**config.mk**
```make
export PLATFORM = sky130hd
export DESIGN_NAME = pool_out_flat
export DESIGN_NICKNAME = d
export VERILOG_FILES = /design/src/rtl/pool_out_if.sv /design/src/rtl/pool_out.sv /design/src/flat_wrapper.sv
export SDC_FILE = /design/constraint.sdc
export NUM_CORES = 1
export LEC_CHECK = 0
export CAP_MARGIN = 0
export CELL_PAD_IN_SITES_DETAIL_PLACEMENT = 1
export CELL_PAD_IN_SITES_GLOBAL_PLACEMENT = 2
export CORE_MARGIN = 2
export CORE_UTILIZATION = 25
export DETAILED_ROUTE_END_ITERATION = 8
export DONT_BUFFER_PORTS = 1
export PLACE_DENSITY_LB_ADDON = 0.1
export SKIP_LAST_GASP = 1
export SLEW_MARGIN = 20
export SYNTH_ARGS = -nofsm -noshare
export SYNTH_HDL_FRONTEND = slang
export SYNTH_SLANG_ARGS = --single-unit
```
**constraint.sdc**
```tcl
create_clock -name clk -period 9 [get_ports clk]
set_clock_uncertainty 0.05 [all_clocks]
set_input_delay 1.8 -clock clk [delete_from_list [all_inputs] [get_ports clk]]
set_output_delay 1.8 -clock clk [all_outputs]
set_load 0.005 [all_outputs]
```
**src/rtl/pool_out_if.sv**
```systemverilog
// pool_out_if: bundles both streams of the pooling stage.
//
// Handshake: a beat transfers on a rising clk edge where valid & ready are
// both high. A source keeps valid, data and last steady until that edge,
// and never waits on ready before raising valid. A sink may raise or drop
// ready freely.
//
// Signals:
//   s_valid/s_ready/s_data         input stream, two signed 32-bit words per beat
//   m_valid/m_ready/m_data/m_last  output stream, two pooled words per beat
//
// Modports:
//   slave  - the pooling stage (sink of s_*, source of m_*)
//   master - the surrounding system (source of s_*, sink of m_*)
interface pool_out_if;
  logic        s_valid;
  logic        s_ready;
  logic [63:0] s_data;
  logic        m_valid;
  logic        m_ready;
  logic [63:0] m_data;
  logic        m_last;

  modport slave (
    input  s_valid, s_data, m_ready,
    output s_ready, m_valid, m_data, m_last
  );

  modport master (
    output s_valid, s_data, m_ready,
    input  s_ready, m_valid, m_data, m_last
  );
endinterface

```
**src/rtl/pool_out.sv**
```systemverilog
// pool_out: optional ReLU plus 2x2 stride-2 max pooling on a 64-bit result
// stream carrying two horizontally adjacent signed 32-bit columns per beat.
//
// Ports:
//   clk      single clock
//   reset    synchronous, active-high
//   relu_en  clamp negatives to zero; held constant for a whole frame
//   io       pool_out_if.slave: s_* input stream, m_* output stream
//   idle     high when both counters are zero and no output beat is held
//
// Parameters: W = input row width in 32-bit words (multiple of 4),
//             H = rows per frame (even).
module pool_out #(
  parameter int W = 16,
  parameter int H = 4
) (
  input  logic       clk,
  input  logic       reset,
  input  logic       relu_en,
  pool_out_if.slave  io,
  output logic       idle
);

  localparam int NB  = W / 2;
  localparam int CBW = (NB > 1) ? $clog2(NB) : 1;
  localparam int RW  = (H > 1) ? $clog2(H) : 1;

  logic [CBW-1:0]     cb;
  logic [RW-1:0]      r;
  logic signed [31:0] pend;
  logic [63:0]        m_data_q;
  logic               m_valid_q;
  logic               m_last_q;

  // Distributed line buffer with combinational read: even rows only write,
  // odd rows only read, so one entry is never read and written together.
  logic signed [31:0] lbuf [NB];

  logic signed [31:0] col_lo, col_hi, h_pair, h, lb, v;
  logic odd_row, odd_col, row_end, frame_end;
  logic ready, fire, load;

  always_comb begin
    col_lo = io.s_data[31:0];
    col_hi = io.s_data[63:32];
    h_pair = (col_lo > col_hi) ? col_lo : col_hi;
    h      = (relu_en && h_pair < 0) ? 32'sd0 : h_pair;
    lb     = lbuf[cb];
    v      = (lb > h) ? lb : h;
  end

  assign odd_row   = r[0];
  assign odd_col   = cb[0];
  assign row_end   = (cb == CBW'(NB - 1));
  assign frame_end = (r == RW'(H - 1));

  // Only the beat that completes a 2x2 pair of windows needs the output
  // register, so only that beat can be back-pressured.
  assign ready = (odd_row && odd_col) ? (~m_valid_q | io.m_ready) : 1'b1;
  assign fire  = io.s_valid & ready;
  assign load  = fire & odd_row & odd_col;

  always_ff @(posedge clk) begin
    if (reset) begin
      cb        <= '0;
      r         <= '0;
      pend      <= '0;
      m_data_q  <= '0;
      m_valid_q <= 1'b0;
      m_last_q  <= 1'b0;
    end else begin
      // Drain first; a load in the same cycle overrides below.
      if (m_valid_q && io.m_ready) m_valid_q <= 1'b0;
      if (fire) begin
        if (row_end) begin
          cb <= '0;
          r  <= frame_end ? '0 : r + 1'b1;
        end else begin
          cb <= cb + 1'b1;
        end
        if (odd_row && !odd_col) pend <= v;
        if (load) begin
          m_data_q  <= {v, pend};
          m_valid_q <= 1'b1;
          m_last_q  <= frame_end && row_end;
        end
      end
    end
  end

  always_ff @(posedge clk) begin
    if (fire && !odd_row) lbuf[cb] <= h;
  end

  assign io.s_ready = ready;
  assign io.m_valid = m_valid_q;
  assign io.m_data  = m_data_q;
  assign io.m_last  = m_last_q;
  assign idle       = (cb == '0) && (r == '0) && !m_valid_q;

endmodule
```
**src/flat_wrapper.sv**
```systemverilog
// flat-port wrapper written by rule: the top's interface ports become plain ports
module pool_out_flat 
#(
  parameter int W = 16,
  parameter int H = 4
)
  (clk, reset, relu_en, idle, io_s_valid, io_s_data, io_m_ready, io_s_ready, io_m_valid, io_m_data, io_m_last);
  pool_out_if io_i ();
  input  logic clk;
  input  logic reset;
  input  logic relu_en;
  output logic idle;
  input wire logic [$bits(io_i.s_valid)-1:0] io_s_valid;
  input wire logic [$bits(io_i.s_data)-1:0] io_s_data;
  input wire logic [$bits(io_i.m_ready)-1:0] io_m_ready;
  output wire logic [$bits(io_i.s_ready)-1:0] io_s_ready;
  output wire logic [$bits(io_i.m_valid)-1:0] io_m_valid;
  output wire logic [$bits(io_i.m_data)-1:0] io_m_data;
  output wire logic [$bits(io_i.m_last)-1:0] io_m_last;
  assign io_i.s_valid = io_s_valid;
  assign io_i.s_data = io_s_data;
  assign io_i.m_ready = io_m_ready;
  assign io_s_ready = io_i.s_ready;
  assign io_m_valid = io_i.m_valid;
  assign io_m_data = io_i.m_data;
  assign io_m_last = io_i.m_last;
  pool_out #(.W(W), .H(H)) u_core (.clk(clk), .reset(reset), .relu_en(relu_en), .io(io_i), .idle(idle));
endmodule
```
## Word level (Yosys, flattened, before mapping)

Memories as Yosys holds them, arrays and structs flattened. A register that Yosys moved wholly into a read port is not among the register bits.
Cells that the tools add are included.

- Flip-flop bits (word level): 103
- RAM bits: 256
- Bits of input ports: 69
- Output and inout bits: 68
- Word-level logic and storage cells: 48
- Memories kept: 1

Memory list:

| name | depth | width | read ports | clocked after memory_dff | write ports | RTL line | source |
|---|---|---|---|---|---|---|---|
| u_core.lbuf | 8 | 32 | 1 | 1 | 1 | pool_out.sv:37 | `logic signed [31:0] lbuf [NB];` |

- Add/subtract/negate cells: 2
- Magnitude comparators: 3
- Equal/unequal tests: 2
- Muxes and demuxes: 13
- Bitwise gates (word level): 5
- Reductions and logical operators: 16

Operators with widths:

| kind | number |
|---|---|
| two-way mux 32 bit | 3 |
| greater-than comparator 32 bit | 2 |
| less-than comparator 32 x 1 -> 1 bit, second input constant | 1 |
| two-way mux 3 bit | 3 |
| logical AND 1 bit | 8 |
| two-way mux 1 bit | 6 |
| AND reduction 2 bit | 3 |
| adder 3 x 1 -> 3 bit, second input constant | 1 |
| AND 1 bit | 3 |
| == test 3 bit, second input constant | 1 |
| logical NOT 1 bit | 3 |
| logical NOT 3 bit | 1 |
| adder 2 x 1 -> 2 bit, second input constant | 1 |
| == test 2 bit, second input constant | 1 |
| logical NOT 2 bit | 1 |
| two-way mux 2 bit | 1 |
| NOT 1 bit | 1 |
| OR 1 bit | 1 |

## Depth between registers and ports, before layout

- Depth in word-level cells: 8
- Gate-level depth with buffers: 22
- Depth with buffers taken out: 19

## Worst setup path after synthesis

OpenSTA, ideal clock, no wires.

- Kind: input port to flip-flop
- From: in io_s_data[63]
- To: reg u_core.m_data_q[56] (netlist: u_core.io.m_data[56])
- Data arrival time: 6,232 ps
- Slack: 2,649 ps
- Stages: 19
- Cells stage by stage: inv_1 > ha_1 > nand4_1 > or4_4 > or3_4 > nand3_2 > mux2_4 > buf_12 > mux2_4 > ha_1 > nand4_1 > nor4_1 > nor3b_1 > o22ai_1 > a211oi_1 > buf_2 > clkbuf_1 > a31oi_1 > o21ai_2

- Cells in the longest elaborated chain, start to end: 7

RTL lines:

| element | RTL line | source |
|---|---|---|
| from (decl) | flat_wrapper.sv:14 | `input wire logic [$bits(io_i.s_data)-1:0] io_s_data;` |
| greater-than comparator 32 bit | pool_out.sv:46 | `h_pair = (col_lo > col_hi) ? col_lo : col_hi;` |
| two-way mux 32 bit (*) | pool_out.sv:46 |  |
| less-than comparator 32 x 1 -> 1 bit | pool_out.sv:47 | `h = (relu_en && h_pair < 0) ? 32'sd0 : h_pair;` |
| logical AND 1 bit | pool_out.sv:47 |  |
| two-way mux 32 bit (*) | pool_out.sv:47 |  |
| greater-than comparator 32 bit | pool_out.sv:49 | `v = (lb > h) ? lb : h;` |
| two-way mux 32 bit (*) | pool_out.sv:49 |  |
| to (signal assigned) | pool_out.sv:83 | `m_data_q <= {v, pend};` |
| to (decl) | pool_out.sv:31 | `logic [63:0] m_data_q;` |

Mark *: on every way between the ends. The rest lies on a longest branch, timed or not.
A chain may end at the register's enable or synchronous reset.

## Worst setup path in the final report

- From: in io_s_data[63]
- To: reg u_core.pend[11]

- Cells in the longest elaborated chain, start to end: 7

RTL lines:

| element | RTL line | source |
|---|---|---|
| greater-than comparator 32 bit | pool_out.sv:46 |  |
| two-way mux 32 bit (*) | pool_out.sv:46 |  |
| less-than comparator 32 x 1 -> 1 bit | pool_out.sv:47 |  |
| logical AND 1 bit | pool_out.sv:47 |  |
| two-way mux 32 bit (*) | pool_out.sv:47 |  |
| greater-than comparator 32 bit | pool_out.sv:49 |  |
| two-way mux 32 bit (*) | pool_out.sv:49 |  |
| to (signal assigned) | pool_out.sv:81 | `if (odd_row && !odd_col) pend <= v;` |
| to (decl) | pool_out.sv:30 | `logic signed [31:0] pend;` |

Marks and branches as above.

==> summary.txt <==
Sw frac - 0.2518
CP startpoint kind - input port
Pin count of the biggest net entering global routing - 106
Filler cell count in the final layout - 6,914
Yosys cell types - 53
Detailed placement HPWL - 34,500 um
Hold endpoint - u_core.io.m_data[24]$_SDFFE_PP0P_
Inst Count DP - 2,018
Dpl ws - 662.8 ps
Combinational Power Share - 0.124
Setup crit end kind - register
Compound-Gate Fraction of Synth Area - 0.07912
CTS-repair resized insts - 0
Final setup viols - 0
Reg-to-reg endpoint - u_core.pend[11]$_SDFFE_PP0P_
Max-Cap Viols - 0
Syn nets - 1,352
EDFF count, synth - 256
Antenna cells - 0
Worst-Skew Late Latency - 560 ps
Routed Antenna Nets - 0
Max H-tree Level - 2
Initial antenna violation count - 0
DR vias - 9,949
Final Hold Fails - 0
Row count - 93
Clk network pwr share - 0.422
Crit-path max FO - 38
Final period util - 0.8627
R2r worst-path depth - 13
Simple-gate share of the synthesized area - 0.08902
Fmax - 128.8 MHz
Vias in the first global route - 10,790
Via-to-Cell Ratio - 4.744
Sequential share of the synthesized area - 0.6016
Hold slack - 400.3 ps
Reg power frac - 0.453
Initial drt markers - 524
Synth Flop Type - edfxtp_1
Adder-cell share of the synthesized area - 0.05295
CTS tree - yes
Starting Density - 0.2529
Slew @ Worst Pin - 877.9 ps
Area growth, synth to finish - 14.99%
First-pass GRT wire length - 78,550 um
Die width - 259.4 um
Post-Syn Area per Cell - 13.43 sq um
Max_slew headroom - 0.4147
R2R Setup Slk - 3130 ps
Root Buffer - clkbuf_16
Worst Setup Slack, final - 1236 ps
Wirelength, routed - 54,290 um
CTS buffer count - 43
Hold path startpoint - u_core.pend[24]$_SDFFE_PP0P_
Mux contribution to synthesized area - 0.1404
PwrDens - 219.7 nW/um^2
Num Clock Sinks - 362
CP required - 9440 ps
Wire per inst - 25.89 um
Critical Path AT - 8200 ps
Clk slew on worst S/H paths - 60 ps
Most frequent cells in the layout - 256 x edfxtp_1, 152 x nand2_1, 104 x dfxtp_1, 71 x inv_1, 69 x ha_1
Die area - 67,280 sq um
Global route overflow - 0
Yosys warnings - 0
Int Power - 3.082 mW
Port buffer count - 0
Setup Fix Bufs, Post-CTS - 0
Core Region - 64,460 sq um
Io pins - 137
Setup TNS - 0 ps
DRC - 0
Die Y - 259.4 um
Final core occ - 0.2908
Status - completed
Layout cells sized above 1 - 0.1924
Max clock buf depth - 3
Fin. max-slew vios - 0
Psw - 1.037 mW
Worst min path class - register to register
Post-CTS Hold Buffers - 0
Flops & latches, synth - 362
XOR/XNOR Fraction of Synth Area - 0
Final net count - 1,347
Cell Area, Synth - 16,300 sq um
Most common cell after layout, fill and taps aside - edfxtp_1
Largest family of logic cells by synthesized area - multiplexers
Min Tclk post-route - 7764 ps
GRT Overall Usage - 0.1611
Routability cong. - 0.7356
Non-Filler Instances - 2,097
1st-pass router iterations - 6
Pleak - 6.460 nW
Critical path class - input port to register
RSZ-0062 raised after global routing - no
Peak VDD IR - 153.3 uV
Post-Syn Instances - 1,214
Hold Path Depth - 2
Ys async rst share - 0
## worst max path at each step
stage	from	end	slack, ps
2_1_floorplan	io_s_data[63]	u_core.io.m_data[56]$_SDFFE_PP0P_	2650
3_3_place_gp	io_s_data[63]	u_core.io.m_data[44]$_SDFFE_PP0P_	770
3_5_place_dp	io_s_data[63]	u_core.io.m_data[46]$_SDFFE_PP0P_	660
4_1_cts	io_s_data[63]	u_core.io.m_data[46]$_SDFFE_PP0P_	1240
5_1_grt	io_s_data[63]	u_core.pend[11]$_SDFFE_PP0P_	890
6_report	io_s_data[63]	u_core.pend[11]$_SDFFE_PP0P_	1240
## critical path, cell delays in order
cell and delay [ps]:
inv_1 30, ha_1 400, nand4_1 200, or4_4 600, or3_4 360, nand3_2 100
mux2_4 600, mux2_4 400, ha_1 320, nand4_1 120, nor4_1 710, nor3b_1 760
o22ai_1 300, a211oi_4 270, buf_4 370, buf_4 510, a31oi_1 170, o21ai_1 110
## power by group through the flow
stage / clock (mW) / combinational (mW) / sequential (mW)
floorplan: 0 / 0.362 / 1.89
global placement: 0 / 0.518 / 1.90
detailed placement: 0 / 0.523 / 1.90
CTS: 1.80 / 0.526 / 1.87
global route: 1.87 / 0.564 / 1.87
finish: 1.74 / 0.512 / 1.87
## final cells by class
cell class | instances | area, sq um | share of cell area
Timing Repair Buffer | 24 | 212.7 | 0.01134
Sequential cell | 362 | 9814 | 0.5235
Multi-Input combinational cell | 705 | 5983 | 0.3191
Clock inverter | 18 | 195.2 | 0.01041
Inverter | 73 | 274.0 | 0.01461
Tap cell | 855 | 1070 | 0.05706
Clock buffer | 60 | 1200 | 0.06400
## stage by stage
stage	cell area [sq um]	total power [mW]
2_1_floorplan	16300	2.253
3_3_place_gp	17330	2.421
3_5_place_dp	17330	2.427
4_1_cts	18720	4.197
5_1_grt	18750	4.304
6_report	18750	4.119
## cell families (layout without fill, tap and decap cells)
logic type | count (synthesis) | in the layout
DFF | 362 | 362
and+or+nand+nor | 285 | 285
buffers and inverters | 147 | 175
adders and majority gates | 69 | 69
muxes | 129 | 129
AOI/OAI and AO/OA | 222 | 222
## registers in the layout, indices dropped and copies added (netlist names), named ones only
| register | cells |
|---|---|
| u_core.io.m_valid | 1 |
| u_core.pend | 32 |
| u_core.io.m_last | 1 |
| u_core.lbuf | 256 |
| u_core.cb | 3 |
| u_core.io.m_data | 64 |
| u_core.r | 2 |
## synthesized netlist by cell type, types with 11 or more instances
master	count	area (sq um)
mux2_4	31	465.5
clkbuf_1	59	221.5
buf_1	11	41.29
edfxtp_1	256	7687
a21oi_1	58	290.3
mux2_2	33	371.6
o21ai_1	56	280.3
dfxtp_1	106	2122
mux4_2	64	1441
nor2_1	16	60.06
o21ai_0	14	70.07
a31oi_1	62	387.9
nor3b_1	64	480.5
ha_1	69	863.3
inv_1	71	266.5
nand2_1	152	570.6
## per-layer routing
layer	wire, um	part of all wire	up-vias	GRT usage
met3	2270	0.042	54	0.03398
li1	-	-	4572	-
met4	928	0.017	0	0.03608
met5	0	0	-	0
met2	27390	0.50	121	0.2810
met1	23710	0.44	5202	0.2040
Note: power is estimated with default switching activity, not from simulation.
